### src/rtl/ysyx_24070016_fetch_pkg.sv
// Shared types for the instruction-fetch controller: FSM states and the
// {pc, inst} entry carried from memory toward IDU.
package ysyx_24070016_fetch_pkg;

   typedef enum logic [1:0] {
      IDLE = 2'd0,
      REQ  = 2'd1,
      WAIT = 2'd2
   } fetch_state_e;

   localparam int FETCH_XLEN = 32;

   // Entry layout for the default 32-bit configuration; the FIFO stores it packed.
   typedef struct packed {
      logic [FETCH_XLEN-1:0] pc;
      logic [FETCH_XLEN-1:0] inst;
   } fetch_entry_t;

endpackage

### src/rtl/ysyx_24070016_Reg.sv
// Generic enable-gated register with a configurable reset value.
module ysyx_24070016_Reg #(
   parameter int               WIDTH     = 1,
   parameter logic [WIDTH-1:0] RESET_VAL = '0
) (
   input  logic             clk,
   input  logic             rst,
   input  logic [WIDTH-1:0] din,
   output logic [WIDTH-1:0] dout,
   input  logic             wen
);

   // NOTE: sequential state uses non-blocking assignments so every register samples pre-edge values.
   always_ff @(posedge clk or posedge rst) begin
      if (rst)      dout <= RESET_VAL;
      else if (wen) dout <= din;
   end

endmodule

### src/rtl/ysyx_24070016_fetch_fifo.sv
// Synchronous first-word-fall-through FIFO with push, pop, flush and occupancy count.
module ysyx_24070016_fetch_fifo #(
   parameter int  WIDTH = 64,
   parameter int  DEPTH = 2,
   localparam int CNT_W = $clog2(DEPTH + 1)
) (
   input  logic             clk,
   input  logic             rst,
   input  logic             i_push,
   input  logic             i_pop,
   input  logic             i_flush,
   input  logic [WIDTH-1:0] i_data,
   output logic [WIDTH-1:0] o_data,
   output logic             o_empty,
   output logic [CNT_W-1:0] o_count
);

   localparam int PTR_W = (DEPTH > 1) ? $clog2(DEPTH) : 1;

   logic [WIDTH-1:0] r_mem [DEPTH];
   logic [PTR_W-1:0] r_wr_ptr;
   logic [PTR_W-1:0] r_rd_ptr;
   logic [CNT_W-1:0] r_count;
   logic             w_do_push;
   logic             w_do_pop;

   function automatic logic [PTR_W-1:0] ptr_inc(input logic [PTR_W-1:0] p);
      return (p == PTR_W'(DEPTH - 1)) ? '0 : p + 1'b1;
   endfunction

   assign o_empty   = (r_count == '0);
   assign o_count   = r_count;
   assign o_data    = r_mem[r_rd_ptr];
   assign w_do_pop  = i_pop && !o_empty;
   // A full FIFO still accepts a push when the head leaves in the same cycle.
   assign w_do_push = i_push && ((r_count != CNT_W'(DEPTH)) || w_do_pop);

   always_ff @(posedge clk or posedge rst) begin
      if (rst) begin
         r_wr_ptr <= '0;
         r_rd_ptr <= '0;
         r_count  <= '0;
      end else if (i_flush) begin
         r_wr_ptr <= '0;
         r_rd_ptr <= '0;
         r_count  <= '0;
      end else begin
         if (w_do_push) r_wr_ptr <= ptr_inc(r_wr_ptr);
         if (w_do_pop)  r_rd_ptr <= ptr_inc(r_rd_ptr);
         if (w_do_push && !w_do_pop)      r_count <= r_count + CNT_W'(1);
         else if (w_do_pop && !w_do_push) r_count <= r_count - CNT_W'(1);
      end
   end

   // NOTE: storage is not reset; the count alone decides which slots hold valid data.
   always_ff @(posedge clk) begin
      if (w_do_push && !i_flush) r_mem[r_wr_ptr] <= i_data;
   end

endmodule

### src/rtl/ysyx_24070016_fetch_ctrl.sv
// Multi-cycle fetch controller: owns the PC, issues one outstanding request at a
// time, buffers {pc, inst} toward IDU and flushes stale work on redirect.
module ysyx_24070016_fetch_ctrl
   import ysyx_24070016_fetch_pkg::*;
#(
   parameter int                    ADDR_WIDTH = 32,
   parameter int                    DATA_WIDTH = 32,
   parameter logic [ADDR_WIDTH-1:0] RESET_PC   = 32'h8000_0000,
   parameter int                    PC_STEP    = 4,
   parameter int                    FIFO_DEPTH = 2
) (
   input  logic                  clk,
   input  logic                  rst,
   output logic                  inst_mem_req_valid,
   input  logic                  inst_mem_req_ready,
   output logic [ADDR_WIDTH-1:0] inst_mem_addr,
   output logic                  inst_mem_wen,
   output logic [DATA_WIDTH-1:0] inst_mem_wdata,
   input  logic                  inst_mem_rsp_valid,
   input  logic [DATA_WIDTH-1:0] inst_mem_rdata,
   output logic                  inst_valid,
   input  logic                  inst_ready,
   output logic [DATA_WIDTH-1:0] inst,
   output logic [ADDR_WIDTH-1:0] inst_pc,
   input  logic                  redirect_valid,
   input  logic [ADDR_WIDTH-1:0] redirect_pc
);

   localparam int CNT_W   = $clog2(FIFO_DEPTH + 1);
   localparam int ENTRY_W = ADDR_WIDTH + DATA_WIDTH;

   fetch_state_e          r_state;
   fetch_state_e          w_state_next;
   logic                  r_discard;
   logic                  w_discard_next;
   logic [ADDR_WIDTH-1:0] r_req_pc;
   logic [ADDR_WIDTH-1:0] w_pc;
   logic [ADDR_WIDTH-1:0] w_pc_next;
   logic                  w_hs;
   logic                  w_push;
   logic                  w_pop;
   logic                  w_fifo_empty;
   logic [CNT_W-1:0]      w_fifo_count;
   logic [ENTRY_W-1:0]    w_head;

   assign inst_mem_wen       = 1'b0;
   assign inst_mem_wdata     = '0;
   assign inst_mem_addr      = w_pc;
   assign inst_mem_req_valid = (r_state == REQ) && (w_fifo_count < CNT_W'(FIFO_DEPTH));
   assign w_hs               = inst_mem_req_valid && inst_mem_req_ready;

   // A redirect overrides the sequential step, even when it lands on a handshake.
   assign w_pc_next = redirect_valid ? redirect_pc : w_pc + ADDR_WIDTH'(PC_STEP);

   ysyx_24070016_Reg #(
      .WIDTH     (ADDR_WIDTH),
      .RESET_VAL (RESET_PC)
   ) u_pc_reg (
      .clk  (clk),
      .rst  (rst),
      .din  (w_pc_next),
      .dout (w_pc),
      .wen  (w_hs || redirect_valid)
   );

   always_ff @(posedge clk or posedge rst) begin
      if (rst) begin
         r_state   <= IDLE;
         r_discard <= 1'b0;
         r_req_pc  <= '0;
      end else begin
         r_state   <= w_state_next;
         r_discard <= w_discard_next;
         if (w_hs) r_req_pc <= w_pc;
      end
   end

   // NOTE: every combinational output gets a default first so no path infers a latch.
   always_comb begin
      w_state_next   = r_state;
      w_discard_next = r_discard;
      w_push         = 1'b0;
      unique case (r_state)
         IDLE: w_state_next = REQ;
         REQ: begin
            if (w_hs) begin
               w_state_next   = WAIT;
               w_discard_next = redirect_valid;
            end
         end
         WAIT: begin
            if (inst_mem_rsp_valid) begin
               w_push         = !r_discard && !redirect_valid;
               w_discard_next = 1'b0;
               w_state_next   = REQ;
            end else if (redirect_valid) begin
               w_discard_next = 1'b1;
            end
         end
         default: w_state_next = IDLE;
      endcase
   end

   assign w_pop = inst_valid && inst_ready;

   ysyx_24070016_fetch_fifo #(
      .WIDTH (ENTRY_W),
      .DEPTH (FIFO_DEPTH)
   ) u_fifo (
      .clk     (clk),
      .rst     (rst),
      .i_push  (w_push),
      .i_pop   (w_pop),
      .i_flush (redirect_valid),
      .i_data  ({r_req_pc, inst_mem_rdata}),
      .o_data  (w_head),
      .o_empty (w_fifo_empty),
      .o_count (w_fifo_count)
   );

   // Head fields are masked while empty so unwritten storage never leaks out.
   assign inst_valid = !w_fifo_empty;
   assign inst       = inst_valid ? w_head[DATA_WIDTH-1:0]       : '0;
   assign inst_pc    = inst_valid ? w_head[ENTRY_W-1:DATA_WIDTH] : '0;

endmodule
### config.mk
export PLATFORM = sky130hd
export DESIGN_NAME = ysyx_24070016_fetch_ctrl
export DESIGN_NICKNAME = d
export VERILOG_FILES = /design/src/rtl/ysyx_24070016_fetch_pkg.sv /design/src/rtl/ysyx_24070016_Reg.sv /design/src/rtl/ysyx_24070016_fetch_fifo.sv /design/src/rtl/ysyx_24070016_fetch_ctrl.sv
export SDC_FILE = /design/constraint.sdc
export NUM_CORES = 1
export LEC_CHECK = 0
export BUFFER_PORTS_ARGS = -buffer_cell sky130_fd_sc_hd__buf_2
export CAP_MARGIN = 5
export CORE_MARGIN = 2
export CORE_UTILIZATION = 59
export CTS_BUF_LIST = sky130_fd_sc_hd__clkbuf_8 sky130_fd_sc_hd__clkbuf_16
export DETAILED_ROUTE_END_ITERATION = 10
export GPL_ROUTABILITY_DRIVEN = 0
export GPL_TIMING_DRIVEN = 0
export PLACE_DENSITY = 0.95
export SLEW_MARGIN = 20
export SYNTH_ARGS = -nofsm -noshare
export SYNTH_HDL_FRONTEND = slang
export SYNTH_HIERARCHICAL = 1
export SYNTH_SLANG_ARGS = --single-unit
export TNS_END_PERCENT = 30
### constraint.sdc
create_clock -name clk -period 11.3 [get_ports clk]
set_input_delay 0.565 -clock clk [delete_from_list [all_inputs] [get_ports clk]]
set_output_delay 0.565 -clock clk [all_outputs]
set_load 0.005 [all_outputs]
# Word level (Yosys, flattened, before mapping)
# Memories as Yosys holds them, arrays and structs flattened.
# Index checks and enable logic that the tools add are counted.
dict set report word_totals {
  ff_bits 71
  mem_bits_rw 128
  in_bits 70
  out_inout_bits 131
  elab_cells 67
  mem_count 1
}
dict set report classes {
  add_sub_neg 5
  order_cmp 1
  eq_ne 6
  muxes 23
  reduce_logical 24
}
# name words word_bits rd rd_clocked_by_memory_dff write_ports line_no
set memory_table {}
lappend memory_table {u_fifo.r_mem 2 64 1 0 1 ysyx_24070016_fetch_fifo.sv:20} ;# logic [WIDTH-1:0] r_mem [DEPTH];
# op n
set ops {}
lappend ops {{2-to-1 mux 32 bit} 3}
lappend ops {{adder 32 x 3 -> 32 bit, second input constant} 1}
lappend ops {{2-to-1 mux 1 bit} 13}
lappend ops {{2-to-1 mux 2 bit} 5}
lappend ops {{logical AND 1 bit} 9}
lappend ops {{inequality test 2 bit, second input constant} 3}
lappend ops {{case mux 2 bit (3 select lines)} 1}
lappend ops {{nonzero test 2 bit} 3}
lappend ops {{zero test 1 bit} 5}
lappend ops {{zero test 2 bit} 2}
lappend ops {{inequality test 3 bit, second input constant} 1}
lappend ops {{AND reduction 3 bit} 1}
lappend ops {{nonzero test 3 bit} 1}
lappend ops {{adder 1 bit, second input constant} 2}
lappend ops {{adder 2 x 1 -> 2 bit, second input constant} 1}
lappend ops {{== test 2 x 1 -> 1 bit, second input constant} 1}
lappend ops {{== test 2 bit, second input constant} 1}
lappend ops {{logical OR 1 bit} 2}
lappend ops {{< comparator 2 bit, second input constant} 1}
lappend ops {{case mux 1 bit (2 select lines)} 1}
lappend ops {{AND reduction 2 bit} 1}
lappend ops {{subtractor 2 x 1 -> 2 bit, second input constant} 1}

# Logic depth before layout (Yosys ltp)
dict set report depth {
  depth_word 11
  depth_mapped 8
  depth_no_buf 6
}

# Hierarchy
# The synthesis kept the hierarchy.
# module n_inst cells_per_inst area_per_inst_um2 seq_area_each_um2
set by_module_without_submodules {}
lappend by_module_without_submodules {ysyx_24070016_fetch_fifo 1 228 4853.4 3943.8}
lappend by_module_without_submodules {ysyx_24070016_fetch_ctrl 1 367 3089.2 875.8}
lappend by_module_without_submodules {ysyx_24070016_Reg 1 69 1350.0 802.0}

# Worst setup path before layout
# Ideal clock, no wire load.
dict set report synth_timing {
  kind {in2reg}
  startpoint {in redirect_valid}
  endpoint {mem u_fifo.r_mem[0][0] (enable)}
  setup_ns 0.564
  arrival_ns 5.796
  required_time_ns 10.736
  setup_slack_ns 4.939
  stages 6
  path_buffers 3
  path_cell_list {clkbuf_1 > clkbuf_1 > nor4b_1 > buf_2 > nand2_1 > nor3_1}
}
dict set report synth_via {
  elab_chain_cells 8
}
# element line_no
set synth_lines {}
lappend synth_lines {{start, declared} ysyx_24070016_fetch_ctrl.sv:25} ;# input logic redirect_valid,
lappend synth_lines {{zero test 1 bit} ysyx_24070016_fetch_ctrl.sv:93} ;# w_push = !r_discard && !redirect_valid;
lappend synth_lines {{logical AND 1 bit} ysyx_24070016_fetch_ctrl.sv:93}
lappend synth_lines {{2-to-1 mux 1 bit} ysyx_24070016_fetch_ctrl.sv:92} ;# if (inst_mem_rsp_valid) begin
lappend synth_lines {{2-to-1 mux 1 bit} ysyx_24070016_fetch_ctrl.sv:83} ;# unique case (r_state)
lappend synth_lines {{named net w_push} ysyx_24070016_fetch_ctrl.sv:40} ;# logic w_push;
lappend synth_lines {{logical AND 1 bit} ysyx_24070016_fetch_fifo.sv:36} ;# assign w_do_push = i_push && ((r_count != CNT_W'(DEPTH)) || w_do_pop);
lappend synth_lines {{logical AND 1 bit} ysyx_24070016_fetch_fifo.sv:57} ;# if (w_do_push && !i_flush) r_mem[r_wr_ptr] <= i_data;
lappend synth_lines {{2-to-1 mux 1 bit} ysyx_24070016_fetch_fifo.sv:57}
lappend synth_lines {{2-to-1 mux 1 bit (implied by the code)} ysyx_24070016_fetch_fifo.sv:57}
lappend synth_lines {{end, declared} ysyx_24070016_fetch_fifo.sv:20}
# The timed path passes the listed nets, and every way through them passes these cells.

# Worst setup path in the final report
dict set report layout_timing {
  startpoint {reg u_fifo.r_count[1], in the netlist u_fifo/o_count[1]}
  endpoint {mem u_fifo.r_mem[0][1] (enable)}
}
dict set report layout_via {
  elab_chain_cells 9
  elab_cells_between_ends 10
  cone_classes {eq/ne: 1; mux: 2; reduce/logical: 7}
}
# element line_no
set layout_lines {}
lappend layout_lines {{start, declared} ysyx_24070016_fetch_fifo.sv:23} ;# logic [CNT_W-1:0] r_count;
lappend layout_lines {{start signal, assigned} ysyx_24070016_fetch_fifo.sv:50} ;# if (w_do_push && !w_do_pop) r_count <= r_count + CNT_W'(1);
lappend layout_lines {{start signal, assigned} ysyx_24070016_fetch_fifo.sv:51} ;# else if (w_do_pop && !w_do_push) r_count <= r_count - CNT_W'(1);
lappend layout_lines {{zero test 2 bit} ysyx_24070016_fetch_fifo.sv:31} ;# assign o_empty = (r_count == '0);
lappend layout_lines {{named net w_fifo_empty} ysyx_24070016_fetch_ctrl.sv:42} ;# logic w_fifo_empty;
lappend layout_lines {{zero test 1 bit} ysyx_24070016_fetch_ctrl.sv:122} ;# assign inst_valid = !w_fifo_empty;
lappend layout_lines {{logical AND 1 bit} ysyx_24070016_fetch_ctrl.sv:104} ;# assign w_pop = inst_valid && inst_ready;
lappend layout_lines {{named net w_pop} ysyx_24070016_fetch_ctrl.sv:41} ;# logic w_pop;
lappend layout_lines {{logical AND 1 bit} ysyx_24070016_fetch_fifo.sv:34} ;# assign w_do_pop = i_pop && !o_empty;
lappend layout_lines {{logical OR 1 bit} ysyx_24070016_fetch_fifo.sv:36}
lappend layout_lines {{logical AND 1 bit} ysyx_24070016_fetch_fifo.sv:36}
lappend layout_lines {{logical AND 1 bit} ysyx_24070016_fetch_fifo.sv:57}
lappend layout_lines {{2-to-1 mux 1 bit} ysyx_24070016_fetch_fifo.sv:57}
lappend layout_lines {{2-to-1 mux 1 bit (implied by the code)} ysyx_24070016_fetch_fifo.sv:57}
# The timed path passes the listed nets, and every way through them passes these cells.

==> impl_metrics.yaml <==
cells_and_area:
  nNetsFinal: 961
  design_area_um2: 11200
  area_delta_synth_final_pct: 20.3
  antenna_cells: 0
  num-fill-cells: 1003
  drive_gt1_share_pct: 44.5
drt:
  drcViolationCount: 0
  finalWirelength_um: 20400
  routedWlPerCell_um: 18.3
  vias_per_cell: 5.47
  drtAntennaViolNets: 0
  drt-initial-drc-count: 487
  routed-via-count: 6098
  firstDrtPassIters: 6
pwr:
  power_leakage_nw: 4.62
  peakVddDrop_uv: 124
  powerDensity_nw_per_um2: 188
cts:
  cts_resized: 0
  numCtsBuffers: 17
  cts_setup_buffers: 0
  cts_hold_buf: 0
  tritoncts: "yes"
  clock_path_buffers: 2
  cts_max_level: 4
  insertion_delay_ns: 0.43
  clock-root-buffer: "clkbuf_16"
  cts_sinks: 199
  clkSlewWorstSetupHoldPaths_ns: 0.08
placed_design:
  placed_cell_area_um2: 10600
  numPortBuffers: 167
  dp_hpwl_um: 14100
timing:
  clock_skew_ns: 0.0127
  finalCritPeriodShare_pct: 27.4
  period_needed_ns: 3.10
  tns_ns: 0
  finalMaxSlewViolations: 0
  fmax_mhz: 323
  rsz0062_at_grt: "no"
  hold_viol: 0
  slew_headroom_pct: 37.2
  finalSetupViolCount: 0
  tightestPinTransition_ns: 0.934
worst_setup_path:
  crit_family: "simple AND/OR/NAND/NOR gates"
  crit_buf_inv: 4
  required_ns: 11.43
  path_cells: "nor2_1 > clkbuf_1 > nor2b_1 > or3b_4 > nand2_1 > nor3_2 > buf_6 > buf_4 > buf_4"
  cpMostUsedCell: "buf_4"
  cp_max_fo: 10
  slowest_delay_ns: 0.54
  setup.worst_path.start_class: "flip-flop"
  r2r_end: "u_fifo/r_mem[0][1]"
  worstSetupPathDepth: 9
  crit_arrival_ns: 3.23
  cp_slowest_cell: "nor2b_1"
  endpoint_kind: "flip-flop"
  reg2reg_depth: 9
  timing.rr.start: "u_fifo/o_count[1]"
  reg2reg_slack_ns: 8.20
  crit_type: "reg -> reg"
die:
  start_util_pct: 60.7
  die_h_um: 130
  die_x_um: 130
  num_io_pins: 201
  coreArea_um2: 15300
  rows: 45
  fp.dieArea_um2: 16800
global_route:
  grt_pass1_wl_um: 31200
  grt_usage_pct: 24.7
  antenna_found_initial: 0
  overflow: 0
  grt_max_degree: 36
  first_global_vias: 5944
synth:
  synthCells: 664
  synth-seq-cells: 199
  netlist.area_leader.share_pct: 41.4
  yosysUniqueCellTypes: 58
  synth-edff-count: 128
  avgSynthCellArea_um2: 14.0
  synth_seq_area_share_pct: 60.5
  async_reset_ff_share_pct: 35.7
  yosysMostFrequentCell: "edfxtp_1"
  yosysWarningCount: 6
  synth_common_cells: "128 x edfxtp_1, 102 x mux2_2, 70 x dfrtp_1"
  synth.area.top_cells: "edfxtp_1 41%, dfrtp_1 19%, mux2_2 12%, mux2_4 4.8%, nor2b_1 4.6%"
  ys.flop_type: "edfxtp_1"
  syn-cell-area_um2: 9290
  synth_area_leader_cell: "edfxtp_1"
status:
  status: "finished clean"
flow_run:
  max_cap_violations: 0
min_path:
  hold_class: "in -> async"
[state kept, by name (all words and copies together), names as in the netlist]
name	flops
u_fifo/r_mem	128
u_fifo/r_rd_ptr	1
r_state	2
r_discard	1
u_fifo/o_count	2
u_pc_reg/dout	32
u_fifo/r_wr_ptr	1
r_req_pc	32
[cells by family (layout without fill, tap and decap cells)]
family	after synthesis	in the layout	synth area share, %
and+or+nand+nor	188	188	11.9
AOI/OAI and AO/OA	46	46	3.19
buffers and inverters	79	286	5.29
muxes	135	135	17.5
adders and majority gates	1	1	0.135
other	1	33	0.0404
xor gates and xnor gates	15	15	1.41
DFF	199	199	60.5
[worst reg2reg max path, stage by stage, from the launching register on]
cell and delay [ns]:
dfrtp_1 0.49, nor2_1 0.15, clkbuf_1 0.31, nor2b_1 0.54, or3b_4 0.25, nand2_1 0.07
nor3_2 0.33, buf_6 0.22, buf_4 0.21, buf_4 0.22
[cells in the final DEF (no fill, tap or decap), types with 4 or more instances in the layout]
| master | instances |
|---|---|
| nor4_1 | 13 |
| xnor2_1 | 10 |
| buf_12 | 4 |
| inv_1 | 11 |
| nand2b_1 | 4 |
| dfrtp_1 | 70 |
| nor2b_1 | 69 |
| buf_4 | 38 |
| clkbuf_16 | 17 |
| o21ai_0 | 19 |
| buf_2 | 179 |
| or3_1 | 7 |
| clkbuf_1 | 15 |
| edfxtp_1 | 128 |
| xor2_1 | 5 |
| a31oi_1 | 6 |
| nor2_1 | 18 |
| mux2_2 | 102 |
| nand3_1 | 14 |
| mux2_4 | 30 |
| nand2_1 | 31 |
| conb_1 | 33 |
| nor3_1 | 6 |
[area by class of cell]
| type | instances | area, um2 | share of cell area (%) |
|---|---|---|---|
| plain buffers | 66 | 443 | 3.96 |
| inverters | 13 | 48.8 | 0.437 |
| clock buffers | 17 | 425 | 3.81 |
| flip-flops and latches | 199 | 5620 | 50.3 |
| well taps | 211 | 264 | 2.36 |
| clock inverters | 15 | 150 | 1.34 |
| multi-input cells | 418 | 3310 | 29.6 |
| repair buffers | 175 | 916 | 8.19 |
[worst max path at each step]
| stage | slack [ns] | start | end |
|---|---|---|---|
| after floorplan | 4.94 | redirect_valid | u_fifo/r_mem[0][0] |
| after global placement | 2.08 | redirect_valid | u_fifo/r_mem[0][9] |
| after detailed placement | 8.02 | redirect_valid | u_fifo/r_mem[0][9] |
| after CTS | 8.19 | u_fifo/o_count[1] | u_fifo/r_mem[0][1] |
| after global routing | 7.99 | u_fifo/o_count[1] | u_fifo/r_mem[0][1] |
| final | 8.20 | u_fifo/o_count[1] | u_fifo/r_mem[0][1] |
[where the power goes]
part | internal (mW) | switching [mW]
clock network | 0.327 | 0.269
registers | 0.921 | 0.151
logic | 0.244 | 0.188
total | 1.49 | 0.607
[per-stage QoR]
stage | setup slack, ns | hold WS (ns) | std cells | utilization, % | total power [mW]
final | 8.20 | 0.0419 | 1114 | 73.0 | 2.10
after global routing | 7.99 | 0.0625 | 1114 | 73.0 | 2.18
after CTS | 8.19 | 0.0453 | 1114 | 73.0 | 2.10
after detailed placement | 8.02 | 0.452 | 1082 | 69.2 | 1.50
after global placement | 2.08 | 0.446 | 1074 | 68.6 | 1.47
after floorplan | 4.94 | 0.331 | 696 | - | 1.33
[per-layer routing]
layer / share of wire [%] / track usage (%) / wire, um
met1: 41 / 31.8 / 8330
met2: 49 / 40.2 / 10000
met3: 7.0 / 5.33 / 1440
met4: 2.9 / 11.7 / 587
met5: 0 / 0 / 0
No activity file was read; power rests on OpenSTA's default activity.
